===== config.mk =====
export PLATFORM = sky130hd
export DESIGN_NAME = datapath_controller_flat
export DESIGN_NICKNAME = d
export VERILOG_FILES = /design/src/rtl/datapath_controller_if.sv /design/src/rtl/datapath_controller.sv /design/src/flat_wrapper.sv
export SDC_FILE = /design/constraint.sdc
export NUM_CORES = 1
export LEC_CHECK = 0
export BUFFER_PORTS_ARGS = -buffer_cell sky130_fd_sc_hd__buf_2
export CAP_MARGIN = 40
export CORE_ASPECT_RATIO = 0.6
export CORE_MARGIN = 2
export CORE_UTILIZATION = 47
export DETAILED_ROUTE_END_ITERATION = 10
export GPL_ROUTABILITY_DRIVEN = 0
export PLACE_DENSITY = 0.75
export SYNTH_ARGS = -nofsm -noshare
export SYNTH_HDL_FRONTEND = slang
export SYNTH_SLANG_ARGS = --single-unit

===== constraint.sdc =====
create_clock -name clk -period 2.4 [get_ports clk]
set_clock_uncertainty 0.15 [all_clocks]
set_input_delay 0.48 -clock clk [delete_from_list [all_inputs] [get_ports clk]]
set_output_delay 0.48 -clock clk [all_outputs]
set_load 0.01 [all_outputs]

===== src/rtl/datapath_controller_if.sv =====
// Handshake and control bundle between the datapath controller and its surroundings.
// Signal suffixes are from the controller's point of view.
interface datapath_controller_if;
  logic        s_i;
  logic        load_i;
  logic [15:0] in_i;
  logic        w_o;
  logic [2:0]  readnum_o;
  logic [2:0]  writenum_o;
  logic        write_o;
  logic        loada_o;
  logic        loadb_o;
  logic        loadc_o;
  logic        loads_o;
  logic        asel_o;
  logic        bsel_o;
  logic        vsel_o;
  logic [1:0]  shift_o;
  logic [1:0]  aluop_o;
  logic [15:0] datapath_in_o;

  modport master (
    output s_i, load_i, in_i,
    input  w_o, readnum_o, writenum_o, write_o, loada_o, loadb_o, loadc_o, loads_o,
    input  asel_o, bsel_o, vsel_o, shift_o, aluop_o, datapath_in_o
  );

  modport slave (
    input  s_i, load_i, in_i,
    output w_o, readnum_o, writenum_o, write_o, loada_o, loadb_o, loadc_o, loads_o,
    output asel_o, bsel_o, vsel_o, shift_o, aluop_o, datapath_in_o
  );
endinterface


===== src/rtl/datapath_controller.sv =====
// Multi-cycle sequencer for the register-file/shifter/ALU datapath.
// Holds the instruction register and drives registered Moore control outputs.
module datapath_controller (
  input  logic                 clk,
  input  logic                 reset,
  datapath_controller_if.slave bus
);

  typedef enum logic [2:0] {
    S_WAIT, S_DECODE, S_WRITE_IMM, S_GET_A, S_GET_B, S_EXEC, S_WRITE_REG
  } state_t;

  state_t      state_q;
  logic [15:0] ir_q, ir_d;
  logic        w_q, write_q, loada_q, loadb_q, loadc_q, loads_q, asel_q, vsel_q;
  logic [2:0]  readnum_q, writenum_q;
  logic [1:0]  shift_q, aluop_q;

  logic [2:0]  opcode, rn, rd, rm;
  logic [1:0]  op, sh;
  logic        is_mov_imm, is_mov_reg, is_mvn, is_alu, is_cmp;

  assign opcode = ir_q[15:13];
  assign op     = ir_q[12:11];
  assign rn     = ir_q[10:8];
  assign rd     = ir_q[7:5];
  assign sh     = ir_q[4:3];
  assign rm     = ir_q[2:0];

  assign is_mov_imm = (opcode == 3'b110) && (op == 2'b10);
  assign is_mov_reg = (opcode == 3'b110) && (op == 2'b00);
  assign is_mvn     = (opcode == 3'b101) && (op == 2'b11);
  assign is_alu     = (opcode == 3'b101) && (op != 2'b11);
  assign is_cmp     = (opcode == 3'b101) && (op == 2'b01);

  always_comb begin
    ir_d = ir_q;
    if ((state_q == S_WAIT) && bus.load_i) ir_d = bus.in_i;
  end

  always_ff @(posedge clk or posedge reset) begin
    if (reset) ir_q <= '0;
    else       ir_q <= ir_d;
  end

  // Outputs are loaded together with the state they belong to, so they are glitch-free.
  always_ff @(posedge clk or posedge reset) begin
    if (reset) begin
      state_q    <= S_WAIT;
      w_q        <= 1'b1;
      write_q    <= 1'b0;
      loada_q    <= 1'b0;
      loadb_q    <= 1'b0;
      loadc_q    <= 1'b0;
      loads_q    <= 1'b0;
      asel_q     <= 1'b0;
      vsel_q     <= 1'b0;
      readnum_q  <= '0;
      writenum_q <= '0;
      shift_q    <= '0;
      aluop_q    <= '0;
    end else begin
      w_q        <= 1'b0;
      write_q    <= 1'b0;
      loada_q    <= 1'b0;
      loadb_q    <= 1'b0;
      loadc_q    <= 1'b0;
      loads_q    <= 1'b0;
      asel_q     <= 1'b0;
      vsel_q     <= 1'b0;
      readnum_q  <= '0;
      writenum_q <= '0;
      shift_q    <= '0;
      aluop_q    <= '0;
      case (state_q)
        S_WAIT: begin
          if (bus.s_i) state_q <= S_DECODE;
          else         w_q     <= 1'b1;
        end
        S_DECODE: begin
          if (is_mov_imm) begin
            state_q    <= S_WRITE_IMM;
            writenum_q <= rn;
            vsel_q     <= 1'b1;
            write_q    <= 1'b1;
          end else if (is_mov_reg || is_mvn) begin
            state_q   <= S_GET_B;
            readnum_q <= rm;
            loadb_q   <= 1'b1;
          end else if (is_alu) begin
            state_q   <= S_GET_A;
            readnum_q <= rn;
            loada_q   <= 1'b1;
          end else begin
            state_q <= S_WAIT;
            w_q     <= 1'b1;
          end
        end
        S_GET_A: begin
          state_q   <= S_GET_B;
          readnum_q <= rm;
          loadb_q   <= 1'b1;
        end
        S_GET_B: begin
          state_q <= S_EXEC;
          shift_q <= sh;
          asel_q  <= is_mov_reg || is_mvn;
          aluop_q <= is_mov_reg ? 2'b00 : op;
          loads_q <= is_cmp;
          loadc_q <= !is_cmp;
        end
        S_EXEC: begin
          if (is_cmp) begin
            state_q <= S_WAIT;
            w_q     <= 1'b1;
          end else begin
            state_q    <= S_WRITE_REG;
            writenum_q <= rd;
            write_q    <= 1'b1;
          end
        end
        default: begin
          state_q <= S_WAIT;
          w_q     <= 1'b1;
        end
      endcase
    end
  end

  assign bus.w_o           = w_q;
  assign bus.readnum_o     = readnum_q;
  assign bus.writenum_o    = writenum_q;
  assign bus.write_o       = write_q;
  assign bus.loada_o       = loada_q;
  assign bus.loadb_o       = loadb_q;
  assign bus.loadc_o       = loadc_q;
  assign bus.loads_o       = loads_q;
  assign bus.asel_o        = asel_q;
  // No instruction in this set takes the B operand from the immediate.
  assign bus.bsel_o        = 1'b0;
  assign bus.vsel_o        = vsel_q;
  assign bus.shift_o       = shift_q;
  assign bus.aluop_o       = aluop_q;
  assign bus.datapath_in_o = {{8{ir_q[7]}}, ir_q[7:0]};

endmodule


===== src/flat_wrapper.sv =====
// flat-port wrapper written by rule: the top's interface ports become plain ports
module datapath_controller_flat 
  (clk, reset, bus_s_i, bus_load_i, bus_in_i, bus_w_o, bus_readnum_o, bus_writenum_o, bus_write_o, bus_loada_o, bus_loadb_o, bus_loadc_o, bus_loads_o, bus_asel_o, bus_bsel_o, bus_vsel_o, bus_shift_o, bus_aluop_o, bus_datapath_in_o);
  datapath_controller_if bus_i ();
  input  logic clk;
  input  logic reset;
  input wire logic [$bits(bus_i.s_i)-1:0] bus_s_i;
  input wire logic [$bits(bus_i.load_i)-1:0] bus_load_i;
  input wire logic [$bits(bus_i.in_i)-1:0] bus_in_i;
  output wire logic [$bits(bus_i.w_o)-1:0] bus_w_o;
  output wire logic [$bits(bus_i.readnum_o)-1:0] bus_readnum_o;
  output wire logic [$bits(bus_i.writenum_o)-1:0] bus_writenum_o;
  output wire logic [$bits(bus_i.write_o)-1:0] bus_write_o;
  output wire logic [$bits(bus_i.loada_o)-1:0] bus_loada_o;
  output wire logic [$bits(bus_i.loadb_o)-1:0] bus_loadb_o;
  output wire logic [$bits(bus_i.loadc_o)-1:0] bus_loadc_o;
  output wire logic [$bits(bus_i.loads_o)-1:0] bus_loads_o;
  output wire logic [$bits(bus_i.asel_o)-1:0] bus_asel_o;
  output wire logic [$bits(bus_i.bsel_o)-1:0] bus_bsel_o;
  output wire logic [$bits(bus_i.vsel_o)-1:0] bus_vsel_o;
  output wire logic [$bits(bus_i.shift_o)-1:0] bus_shift_o;
  output wire logic [$bits(bus_i.aluop_o)-1:0] bus_aluop_o;
  output wire logic [$bits(bus_i.datapath_in_o)-1:0] bus_datapath_in_o;
  assign bus_i.s_i = bus_s_i;
  assign bus_i.load_i = bus_load_i;
  assign bus_i.in_i = bus_in_i;
  assign bus_w_o = bus_i.w_o;
  assign bus_readnum_o = bus_i.readnum_o;
  assign bus_writenum_o = bus_i.writenum_o;
  assign bus_write_o = bus_i.write_o;
  assign bus_loada_o = bus_i.loada_o;
  assign bus_loadb_o = bus_i.loadb_o;
  assign bus_loadc_o = bus_i.loadc_o;
  assign bus_loads_o = bus_i.loads_o;
  assign bus_asel_o = bus_i.asel_o;
  assign bus_bsel_o = bus_i.bsel_o;
  assign bus_vsel_o = bus_i.vsel_o;
  assign bus_shift_o = bus_i.shift_o;
  assign bus_aluop_o = bus_i.aluop_o;
  assign bus_datapath_in_o = bus_i.datapath_in_o;
  datapath_controller u_core (.clk(clk), .reset(reset), .bus(bus_i));
endmodule

==> results of run 1 <==
[registers in the layout (all words and copies together) (netlist names)]
signal / flops
u_core.bus.loadc_o: 1
u_core.bus.vsel_o: 1
u_core.bus.w_o: 1
u_core.bus.writenum_o: 3
u_core.ir_q: 16
u_core.bus.shift_o: 2
u_core.bus.write_o: 1
u_core.bus.asel_o: 1
u_core.bus.loada_o: 1
u_core.state_q: 3
u_core.bus.loads_o: 1
u_core.bus.readnum_o: 3
u_core.bus.loadb_o: 1
u_core.bus.aluop_o: 2
[per-layer routing]
layer	vias up	track usage [%]	wire [microns]
met5	-	0	0
met4	0	6.497	31
met3	4	5.311	267
met2	63	25.14	1527
met1	513	24.49	1530
li1	497	-	-
[final cells by class]
class                      instances  area, sq um  area share [%]
sequential                        37        927.1           48.62
multi-input combinational         64        526.8           27.62
timing repair buffer              55        280.3           14.70
clock buffer                       7        96.34           5.052
tap                               45        56.30           2.953
inverter                           4        15.01          0.7874
clock inverter                     1        5.005          0.2625
[power by group through the flow]
stage	Combinational, mW	Sequential (mW)	Clock, mW
2_1_floorplan	0.881	1.06	0
5_1_grt	1.05	1.15	0.499
4_1_cts	0.973	1.11	0.474
3_5_place_dp	0.963	1.13	0
3_3_place_gp	0.930	1.10	0
6_report	0.966	1.12	0.480
[placed cells by master (no fill, tap or decap), types with 3 or more instances in the layout]
master,synthesis,layout
sky130_fd_sc_hd__a21oi_1,3,3
sky130_fd_sc_hd__a22o_1,7,7
sky130_fd_sc_hd__and3_1,7,7
sky130_fd_sc_hd__buf_2,1,53
sky130_fd_sc_hd__clkbuf_8,0,7
sky130_fd_sc_hd__dfrtp_1,36,36
sky130_fd_sc_hd__inv_1,4,4
sky130_fd_sc_hd__mux2_2,7,7
sky130_fd_sc_hd__mux2_4,8,8
sky130_fd_sc_hd__nand2_1,5,5
sky130_fd_sc_hd__nor2_1,5,5
[cells by family (layout without fill, tap and decap cells)]
| logic type | count (synthesis) | after routing | share of synthesized area (%) |
|---|---|---|---|
| muxes | 15 | 15 | 12.13 |
| and+or+nand+nor | 31 | 31 | 12.13 |
| buffers and inverters | 27 | 67 | 11.36 |
| DFF | 37 | 37 | 56.52 |
| AOI/OAI and AO/OA | 17 | 17 | 7.628 |
| other | 1 | 1 | 0.2286 |
[final timing paths]
| check | startpoint | slack [ps] | end |
|---|---|---|---|
| hold reg to reg | u_core.ir_q[4]$_DFFE_PP0P_ | 390 | u_core.ir_q[4]$_DFFE_PP0P_ |
| setup / recovery | u_core.state_q[0]$_DFFE_PP0N_ | 530 | u_core.bus.readnum_o[0]$_DFF_PP0_ |
| setup reg to reg | u_core.state_q[0]$_DFFE_PP0N_ | 530 | u_core.bus.readnum_o[0]$_DFF_PP0_ |
| max in group asynchronous | reset | 1630 | u_core.bus.w_o$_DFF_PP1_ |
| min in group clk | bus_in_i[15] | 260 | u_core.ir_q[15]$_DFFE_PP0P_ |
| hold / removal | reset | 130 | u_core.bus.write_o$_DFF_PP0_ |
[critical path: cells and delay by family, from the launching register on]
kind	cells	cell delay, ps
AND/OR/NAND/NOR	2	820
flip-flops	1	510
AO/OA/AOI/OAI	1	180
buffers and inverters	1	140
==> summary.md, run 1 <==
| Metric | Value |
|---|---|
| Layout overhead on the synthesized area | 16.25% |
| Count of final hold-check violations | 0 |
| Setup total negative slack | 0 ps |
| Clock buffer count from CTS | 5 |
| Area of the core region | 3303 sq um |
| Root cell of the clock tree | sky130_fd_sc_hd__clkbuf_8 |
| Max incr delay on CP | between 500 and 600 ps |
| Internal | between 1.5 and 2 mW |
| Cell with the largest stage delay on the worst path | sky130_fd_sc_hd__dfrtp_1 |
| Most used flip-flop cell after synthesis | sky130_fd_sc_hd__dfrtp_1 |
| Top cell type's share of synthesized area | 54.92% |
| Setup fix buffers added after clock tree synthesis | 0 |
| Die Outline Area | 3994 sq um |
| CTS H-tree depth | 2 |
| Row Count | 16 |
| Share of synthesized flip-flops with an asynchronous set or reset | between 90% and 100% |
| Number of flops mapped to enable cells by yosys | 0 |
| Number of antenna violations at the first check in global routing | 0 |
| Vias per cell | around 5 |
| Overall via count from detail_route | ~1,100 |
| Number of global-route vias before repair | roughly 990 |
| Critical path arrival | ~1900 ps |
| Hold-fix buffer count after cts | 0 |
| Top post-synthesis cells by count | sky130_fd_sc_hd__dfrtp_1, sky130_fd_sc_hd__buf_4, sky130_fd_sc_hd__mux2_4 |
| Number of cells on the worst reg-to-reg path | 4 |
| Fraction of final layout cells with drive strength greater than 1 | 49.40% |
| Setup ws final | approximately 530 ps |
| Cts repair resizes | 0 |
| Final instance area | roughly 1900 sq um |
| Critical Path Source Type | flop |
| Final cycle utilization of the critical path | between 70% and 80% |
| Endpoint class of the critical path | flop |
| Floorplan die height | ~50 microns |
| Wire length of the first global-routing pass | between 5 and 6 mm |
| Post-placement cell area | roughly 1800 sq um |
| Max VDD drop | about 0.56 mV |
| TritonRoute pass-1 iters | 5 |
| Drt wl/cell | 15.76 microns |
| Sw Pwr | approximately 0.93 mW |
| Distinct cell type count of the synthesized netlist | 34 |
| Final design utilization | around 58% |
| Power Dens Cells | between 1000 and 1500 nW/um^2 |
| Average instance area after synthesis | between 10 and 15 sq um |
| DRT antenna net count | 0 |
| Maximum root-to-sink buffer count | 2 |
| Num Clock Sinks | 37 |
| Cells along the critical path | inv_1 > nor4_1 > and3_1 > a22o_1 |
| CTS tree | yes |
| WHS | around 130 ps |
| Part of the power in registers | a little over two fifths |
| Total placed cells including tap cells | a little over 200 |
| Count of antenna diodes in the layout | 0 |
| Total of flip-flops plus latches after synthesis | 37 |
| Post-DP HPWL | between 2 and 2.5 mm |
| Die width | about 80 microns |
| Final Instance Count excl. Fillers | between 200 and 250 |
| RSZ-0062 raised after global routing | false |
| Path class of the lowest-slack min-delay path | in -> async |
| Max-capacitance violation count | 0 |
| Proportion of power drawn by the clock network | a little under a fifth |
| Final critical delay including setup and external delays | between 1500 and 2000 ps |
| Initial Util | 49.66% |
| Switching part of the total | a little over a third |
| Run status | finished clean |
| Post-synth net total | approximately 150 |
| Number of fillers in the final layout | approximately 280 |
| Total wire length | 3.356 mm |
| Largest driver fanout on the critical path | 8 |
| Max-slew violations | 0 |
| I/O pins | 55 |
| Max Clock Freq | 535.7 MHz |
| Later-pin clock latency in the skew report | slightly below 300 ps |
| Final setup violation count | 0 |
| Number of nets at the end of the flow | around 190 |
| Count of routing violations after the opening detailed-route iteration | around 150 |
| Leak | 1.024 nW |
| Number of input and output port buffers inserted | 53 |
| Number of cells produced by synthesis | 128 |
| Data required time at the worst endpoint | 2480 ps |
| Gr ovfl total | 0 |
| Synth area leaders | sky130_fd_sc_hd__dfrtp_1, sky130_fd_sc_hd__buf_4, sky130_fd_sc_hd__mux2_4 |
| Power consumption | about 2.6 mW |
| Maximum number of pins on one net before global-route repair | 38 |
| Post-synthesis sequential area ratio | 56.52% |
| Combinational Power Share | 37.7% |
| # DRC | 0 |
| Clk pin slew, worst setup/hold paths | 70 ps |
| Class of the most critical setup path | reg -> reg |
| Cell taking the most area after synthesis | sky130_fd_sc_hd__dfrtp_1 |
| Count of synthesis-stage warnings from yosys | 0 |
| Post-synthesis instance area | between 1500 and 2000 sq um |
| Dominant cell by count in the synthesized netlist | sky130_fd_sc_hd__dfrtp_1 |
| Place WS | approximately 610 ps |
| Overall global routing resource usage | 17.31% |
Power figures use the tool's default switching activity.
==> inputs of run 2 (changes only) <==
- CORE_UTILIZATION: 47 -> 44
- PLACE_DENSITY: 0.75 -> 0.74
- clock period: 2.4 -> 1.7 ns (I/O delays scaled with it)
==> run 2 against run 1 <==
- via count rose by 1.5%
- flip-flop and latch count did not move
- wire length rose by 0.36%
- first-iteration DRC count fell by 44%
- hold slack improved by 3.1 ps
- design area rose by 3.6%
- critical path type unchanged
- largest cell class unchanged
- highest routed layer unchanged
==> summary.md, run 2 (synthesis results as in run 1) <==
| Metric | Value |
|---|---|
| I/O pins | 55 (unchanged) |
| Hold Path Stages | 2 |
| Part of the power in registers | 41.7% (was 43.6%) |
| Endpoint class of the critical path | flop (unchanged) |
| Proportion of power drawn by the clock network | 16.6% (was 18.7%) |
| Cell with the largest stage delay on the worst path | sky130_fd_sc_hd__dfrtp_1 (unchanged) |
| Final cycle utilization of the critical path | 95.16% (was 77.78%) |
| Crit Reg-Reg Endpoint | u_core.ir_q[12]$_DFFE_PP0P_ (was u_core.bus.readnum_o[0]$_DFF_PP0_) |
| Final critical delay including setup and external delays | 1618 ps (was 1867 ps) |
| Vias per cell | 4.991 (was 5.056) |
| Critical path arrival | 1640 ps (was 1940 ps) |
| Internal | 2.355 mW (was 1.637 mW) |
| Largest driver fanout on the critical path | 17 (was 8) |
| Number of fillers in the final layout | 322 (was 279) |
| Sw Pwr | 1.317 mW (was 0.9263 mW) |
| Commonest non-fill, non-tap cells in the layout | sky130_fd_sc_hd__buf_2, sky130_fd_sc_hd__dfrtp_1, sky130_fd_sc_hd__mux2_4, sky130_fd_sc_hd__a22o_1, sky130_fd_sc_hd__mux2_2 (was sky130_fd_sc_hd__buf_2, sky130_fd_sc_hd__dfrtp_1, sky130_fd_sc_hd__mux2_4) |
| Fraction of final layout cells with drive strength greater than 1 | 51.74% (was 49.40%) |
| Later-pin clock latency in the skew report | 290 ps (about the same) |
| Leak | 1.044 nW (was 1.024 nW) |
| Layout overhead on the synthesized area | 20.44% (was 16.25%) |
| Row Count | 17 (was 16) |
| Floorplan die height | 51.30 microns (was 49.76 microns) |
| Cells along the critical path | nor4b_4 > buf_12 > mux2_2 (was inv_1 > nor4_1 > and3_1 > a22o_1) |
| Area of the core region | 3616 sq um (was 3303 sq um) |
| CTS tree | yes (unchanged) |
| Max Clock Freq | 618.2 MHz (was 535.7 MHz) |
| Max-slew violations | 0 (unchanged) |
| Internal reg-to-reg setup slack | 80 ps (was 530 ps) |
| Run status | finished clean (unchanged) |
| Clock buffer count from CTS | 5 (unchanged) |
| Die Outline Area | 4249 sq um (was 3994 sq um) |
| Final design utilization | 54.64% (was 57.73%) |
| Power Dens Cells | 1858 nW/um^2 (was 1344 nW/um^2) |
| Max incr delay on CP | 490 ps (was 510 ps) |
| Count of antenna diodes in the layout | 0 (unchanged) |
| Root cell of the clock tree | sky130_fd_sc_hd__clkbuf_8 (unchanged) |
| Max-capacitance violation count | 0 (unchanged) |
| Num Clock Sinks | 37 (unchanged) |
| Switching part of the total | 35.86% (was 36.14%) |
| Register ranked first by flip-flop count | u_core.ir_q (unchanged) |
| Class of the most critical setup path | reg -> reg (unchanged) |
| Count of final hold-check violations | 0 (unchanged) |
| CTS H-tree depth | 2 (unchanged) |
| Flip-flop count of the largest register after layout | 16 (unchanged) |
| RSZ-0062 raised after global routing | false (unchanged) |
| WHS | 130.5 ps (was 127.4 ps) |
| Clk pin slew, worst setup/hold paths | 70 ps (about the same) |
| Overall via count from detail_route | 1,093 (was 1,077) |
| Final setup violation count | 0 (unchanged) |
| Count of routing violations after the opening detailed-route iteration | 82 (was 146) |
| Drt wl/cell | 15.38 microns (was 15.76 microns) |
| Number of antenna violations at the first check in global routing | 0 (unchanged) |
| Post-DP HPWL | 2.504 mm (was 2.450 mm) |
| DRT antenna net count | 0 (unchanged) |
| Critical Path Source Type | flop (unchanged) |
| Overall global routing resource usage | 17.74% (was 17.31%) |
| # DRC | 0 (unchanged) |
| Die width | 82.83 microns (was 80.27 microns) |
| Path class of the lowest-slack min-delay path | in -> reg (was in -> async) |
| Number of input and output port buffers inserted | 53 (unchanged) |
| Setup fix buffers added after clock tree synthesis | 0 (unchanged) |
| Number of global-route vias before repair | 1,143 (was 992) |
| Worst-case hold path end point | u_core.ir_q[5]$_DFFE_PP0P_ |
| Initial Util | 45.36% (was 49.66%) |
| Data required time at the worst endpoint | 1730 ps (was 2480 ps) |
| Number of nets at the end of the flow | 192 (was 187) |
| Gr ovfl total | 0 (unchanged) |
| Min-Delay Startpoint | bus_in_i[5] |
| Total wire length | 3.368 mm (was 3.356 mm) |
| Wire length of the first global-routing pass | 5.575 mm (was 5.023 mm) |
| Combinational Power Share | 41.7% (was 37.7%) |
| TritonRoute pass-1 iters | 4 (was 5) |
| Number of cells on the worst reg-to-reg path | 3 (was 4) |
| Startpoint of the most critical register-to-register path | u_core.state_q[1]$_DFFE_PP0N_ (was u_core.state_q[0]$_DFFE_PP0N_) |
| Most common library cell in the layout ignoring fill and taps | sky130_fd_sc_hd__buf_2 (unchanged) |
| Maximum root-to-sink buffer count | 2 (unchanged) |
| Maximum number of pins on one net before global-route repair | 28 (was 38) |
| Max VDD drop | 0.9059 mV (was 0.5640 mV) |
-- run 2: repair_timing --
item	CTS	global route
resized for setup	2	4
pin swaps	0	0
setup endpoints to repair	8	4
hold endpoints to repair	9	0
hold buffers	1	0
gates cloned	0	0
-- run 2: per-stage QoR --
step	power (mW)	instance area (sq um)	worst slack (ps)	TNS, ps	instances
after detailed placement	3.049	1863	-24.20	-45.93	211
after CTS	3.681	1969	44.79	0	219
after global placement	2.957	1863	68.91	0	211
final	3.672	1976	82.32	0	219
after floorplan	2.748	1644	-33.69	-269.5	128
after global routing	3.921	1976	7.007	0	219
-- run 2: metal layers --
| metal | track usage (%) | wire (microns) | up-vias |
|---|---|---|---|
| li1 | - | - | 511 |
| met1 | 21.59 | 1593 | 537 |
| met2 | 26.48 | 1498 | 37 |
| met3 | 8.401 | 207 | 8 |
| met4 | 9.290 | 68 | 0 |
| met5 | 0 | 0 | - |
-- run 2: worst max-delay path: cells and delay by family (launching register included) --
family / cells / cell delay (ps)
DFF: 1 / 490
muxes: 1 / 350
and+or+nand+nor: 1 / 300
buffers and inverters: 1 / 210
-- run 2: worst max-delay path by stage --
stage / end / startpoint / cells after the start
floorplan: u_core.ir_q[0]$_DFFE_PP0P_ / u_core.state_q[0]$_DFFE_PP0N_ / 4
finish: u_core.ir_q[12]$_DFFE_PP0P_ / u_core.state_q[1]$_DFFE_PP0N_ / 3
global route: u_core.bus.writenum_o[0]$_DFF_PP0_ / u_core.state_q[0]$_DFFE_PP0N_ / 4
CTS: u_core.bus.readnum_o[0]$_DFF_PP0_ / u_core.ir_q[14]$_DFFE_PP0P_ / 5
detailed placement: u_core.bus.readnum_o[1]$_DFF_PP0_ / u_core.state_q[1]$_DFFE_PP0N_ / 3
global placement: u_core.bus.readnum_o[2]$_DFF_PP0_ / u_core.state_q[1]$_DFFE_PP0N_ / 3
-- run 2: power groups by stage --
stage	registers (mW)	clock network [mW]	logic (mW)
global route	1.58	0.675	1.67
global placement	1.51	0	1.45
floorplan	1.50	0	1.25
detailed placement	1.54	0	1.51
finish	1.53	0.609	1.53
CTS	1.53	0.627	1.53
-- run 2: layout make-up --
type	count	area (sq um)	share of cell area, %
multi-input combinational	64	543.0	27.49
clock buffer	7	86.33	4.370
sequential	37	927.1	46.93
timing repair buffer	60	345.3	17.48
tap	47	58.81	2.977
inverter	4	15.01	0.7600
==> inputs of run 3 (changes only) <==
- GPL_TIMING_DRIVEN: unset -> 0
==> run 3 against run 2 <==
- sequential power is essentially flat
- wire length is 6.8% higher
- hold slack got worse by 7.3 ps
- cell count up 12%
- sequential share of layout area fell by 5.4 points
- die area unchanged
- count of clock-buffer cells in the layout is 1 lower
- maximum frequency is 2.5% lower
- first-iteration DRC count decreased by 28%
- register-to-register slack worse by 40 ps
- power increased by 18%
- critical path type unchanged
==> summary.md, run 3 (synthesis results as in run 1) <==
| Metric | Value |
|---|---|
| Internal | 2.859 mW (was 2.355 mW) |
| Place WS | -262.6 ps (was -24.20 ps) |
| Clock buffer count from CTS | 5 (unchanged) |
| Part of the power in registers | 35.4% (was 41.7%) |
| Floorplan die height | 51.30 microns (unchanged) |
| Overall global routing resource usage | 17.36% (was 17.74%) |
| Die Outline Area | 4249 sq um (unchanged) |
| Endpoint class of the critical path | flop (unchanged) |
| Post-placement cell area | 1996 sq um (was 1863 sq um) |
| Vias per cell | 4.789 (was 4.991) |
| Hold Path Stages | 2 (unchanged) |
| Combinational Power Share | 46.2% (was 41.7%) |
| Run status | finished clean (unchanged) |
| Count of final hold-check violations | 0 (unchanged) |
| Setup total negative slack | 0 ps (unchanged) |
| Most common library cell in the layout ignoring fill and taps | sky130_fd_sc_hd__buf_2 (unchanged) |
| Die width | 82.83 microns (unchanged) |
| Sw Pwr | 1.462 mW (was 1.317 mW) |
| Proportion of power drawn by the clock network | 18.4% (was 16.6%) |
| Maximum root-to-sink buffer count | 2 (unchanged) |
| Count of antenna diodes in the layout | 0 (unchanged) |
| CTS H-tree depth | 2 (unchanged) |
| Final instance area | 2237 sq um (was 1976 sq um) |
| Max-capacitance violation count | 0 (unchanged) |
| Min-Delay Startpoint | bus_in_i[2] (was bus_in_i[5]) |
| Final critical delay including setup and external delays | 1659 ps (was 1618 ps) |
| Num Clock Sinks | 37 (unchanged) |
| Leak | 1.200 nW (was 1.044 nW) |
| Switching part of the total | 33.83% (was 35.86%) |
| TritonRoute pass-1 iters | 4 (unchanged) |
| Critical path arrival | 1690 ps (was 1640 ps) |
| Final design utilization | 61.87% (was 54.64%) |
| I/O pins | 55 (unchanged) |
| Clk pin slew, worst setup/hold paths | 70 ps (about the same) |
| Sequential cell area in the final layout | 928.4 sq um (was 927.1 sq um) |
| Crit Reg-Reg Endpoint | u_core.bus.write_o$_DFF_PP0_ (was u_core.ir_q[12]$_DFFE_PP0P_) |
| Startpoint of the most critical register-to-register path | u_core.ir_q[14]$_DFFE_PP0P_ (was u_core.state_q[1]$_DFFE_PP0N_) |
| Power Dens Cells | 1932 nW/um^2 (was 1858 nW/um^2) |
| Row Count | 17 (unchanged) |
| Max-slew violations | 0 (unchanged) |
| # DRC | 0 (unchanged) |
| Class of the most critical setup path | reg -> reg (unchanged) |
| Number of input and output port buffers inserted | 53 (unchanged) |
| Count of routing violations after the opening detailed-route iteration | 59 (was 82) |
| Critical Path Source Type | flop (unchanged) |
| Max VDD drop | 0.9578 mV (was 0.9059 mV) |
| Initial Util | 45.36% (unchanged) |
| Overall via count from detail_route | 1,178 (was 1,093) |
| Internal reg-to-reg setup slack | 40 ps (was 80 ps) |
| Number of antenna violations at the first check in global routing | 0 (unchanged) |
| Number of global-route vias before repair | 1,110 (was 1,143) |
| Maximum number of pins on one net before global-route repair | 24 (was 28) |
| Max Clock Freq | 602.7 MHz (was 618.2 MHz) |
| Area of combinational cells with multiple inputs | 569.3 sq um (was 543.0 sq um) |
| Worst-case hold path end point | u_core.ir_q[2]$_DFFE_PP0P_ (was u_core.ir_q[5]$_DFFE_PP0P_) |
| Pin slew with the least headroom to its limit | roughly 640 ps |
| Register ranked first by flip-flop count | u_core.ir_q (unchanged) |
| Commonest non-fill, non-tap cells in the layout | sky130_fd_sc_hd__buf_2, sky130_fd_sc_hd__dfrtp_1, sky130_fd_sc_hd__buf_4, sky130_fd_sc_hd__mux2_4, sky130_fd_sc_hd__a22o_1 (was sky130_fd_sc_hd__buf_2, sky130_fd_sc_hd__dfrtp_1, sky130_fd_sc_hd__mux2_4, sky130_fd_sc_hd__a22o_1, sky130_fd_sc_hd__mux2_2) |
| WHS | 123.2 ps (was 130.5 ps) |
| Setup ws final | 40.89 ps (was 82.32 ps) |
| Number of cells on the worst reg-to-reg path | 4 (was 3) |
| Final cycle utilization of the critical path | 97.59% (was 95.16%) |
| Layout overhead on the synthesized area | 36.38% (was 20.44%) |
| Wire length of the first global-routing pass | 5.492 mm (was 5.575 mm) |
| Total wire length | 3.596 mm (was 3.368 mm) |
| Fraction of final layout cells with drive strength greater than 1 | 59.30% (was 51.74%) |
| Flip-flop count of the largest register after layout | 16 (unchanged) |
| Final setup violation count | 0 (unchanged) |
| Slew margin rel. | between 50% and 60% |
| Number of nets at the end of the flow | 218 (was 192) |
| Gr ovfl total | 0 (unchanged) |
| Root cell of the clock tree | sky130_fd_sc_hd__clkbuf_8 (unchanged) |
| Power consumption | 4.322 mW (was 3.672 mW) |
| Largest driver fanout on the critical path | 5 (was 17) |
| Final Instance Count excl. Fillers | 246 (was 219) |
| CTS tree | yes (unchanged) |
| Post-DP HPWL | 2.488 mm (was 2.504 mm) |
| Drt wl/cell | 14.62 microns (was 15.38 microns) |
| Number of fillers in the final layout | 301 (was 322) |
| DRT antenna net count | 0 (unchanged) |
| Area of the core region | 3616 sq um (unchanged) |
| Data required time at the worst endpoint | 1730 ps (about the same) |
| Total placed cells including tap cells | 229 (was 211) |
| Later-pin clock latency in the skew report | 290 ps (about the same) |
| Path class of the lowest-slack min-delay path | in -> reg (unchanged) |
[run 3: area by class of cell]
type	instances	area share, %
Sequential cell	37	41.50
Multi-Input combinational cell	64	25.45
Clock inverter	2	1.678
Clock buffer	6	3.691
Inverter	4	0.6711
Buffer	23	7.830
Tap cell	47	2.629
Timing Repair Buffer	63	16.55
[run 3: how the worst max path moves through the flow]
stage | start | end | cells past startpoint
2_1_floorplan | u_core.state_q[0]$_DFFE_PP0N_ | u_core.ir_q[0]$_DFFE_PP0P_ | 4
3_3_place_gp | u_core.state_q[0]$_DFFE_PP0N_ | u_core.ir_q[4]$_DFFE_PP0P_ | 4
3_5_place_dp | u_core.state_q[0]$_DFFE_PP0N_ | u_core.ir_q[3]$_DFFE_PP0P_ | 4
4_1_cts | u_core.state_q[1]$_DFFE_PP0N_ | u_core.ir_q[11]$_DFFE_PP0P_ | 4
5_1_grt | u_core.ir_q[14]$_DFFE_PP0P_ | u_core.bus.write_o$_DFF_PP0_ | 4
6_report | u_core.ir_q[14]$_DFFE_PP0P_ | u_core.bus.write_o$_DFF_PP0_ | 4
[run 3: repair_timing]
| action | CTS | global route |
|---|---|---|
| buffers inserted | 4 | 3 |
| setup endpoints to repair | 25 | 22 |
| hold buffers | 1 | 0 |
| hold endpoints to repair | 13 | 0 |
| pin swaps | 2 | 3 |
| cloned | 0 | 1 |
| gates resized for setup | 3 | 13 |
[run 3: critical path, stage by stage (launching register included)]
cell and delay, ps:
sky130_fd_sc_hd__dfrtp_1 440, sky130_fd_sc_hd__and2b_2 270, sky130_fd_sc_hd__nand4b_1 150, sky130_fd_sc_hd__and3_4 240, sky130_fd_sc_hd__or2_2 290
[run 3: power by group through the flow]
| stage | logic (mW) | clock network [mW] | registers [mW] |
|---|---|---|---|
| 2_1_floorplan | 1.25 | 0 | 1.50 |
| 3_3_place_gp | 1.71 | 0 | 1.49 |
| 3_5_place_dp | 1.78 | 0 | 1.52 |
| 4_1_cts | 1.86 | 0.810 | 1.50 |
| 5_1_grt | 2.16 | 0.844 | 1.57 |
| 6_report | 2.00 | 0.796 | 1.53 |
[run 3: layer usage]
| metal | wire (microns) | vias up | global-route usage [%] |
|---|---|---|---|
| met4 | 73 | 0 | 9.563 |
| met1 | 1634 | 570 | 22.69 |
| met5 | 0 | - | 0 |
| met3 | 222 | 8 | 4.847 |
| met2 | 1665 | 37 | 26.48 |
| li1 | - | 563 | - |
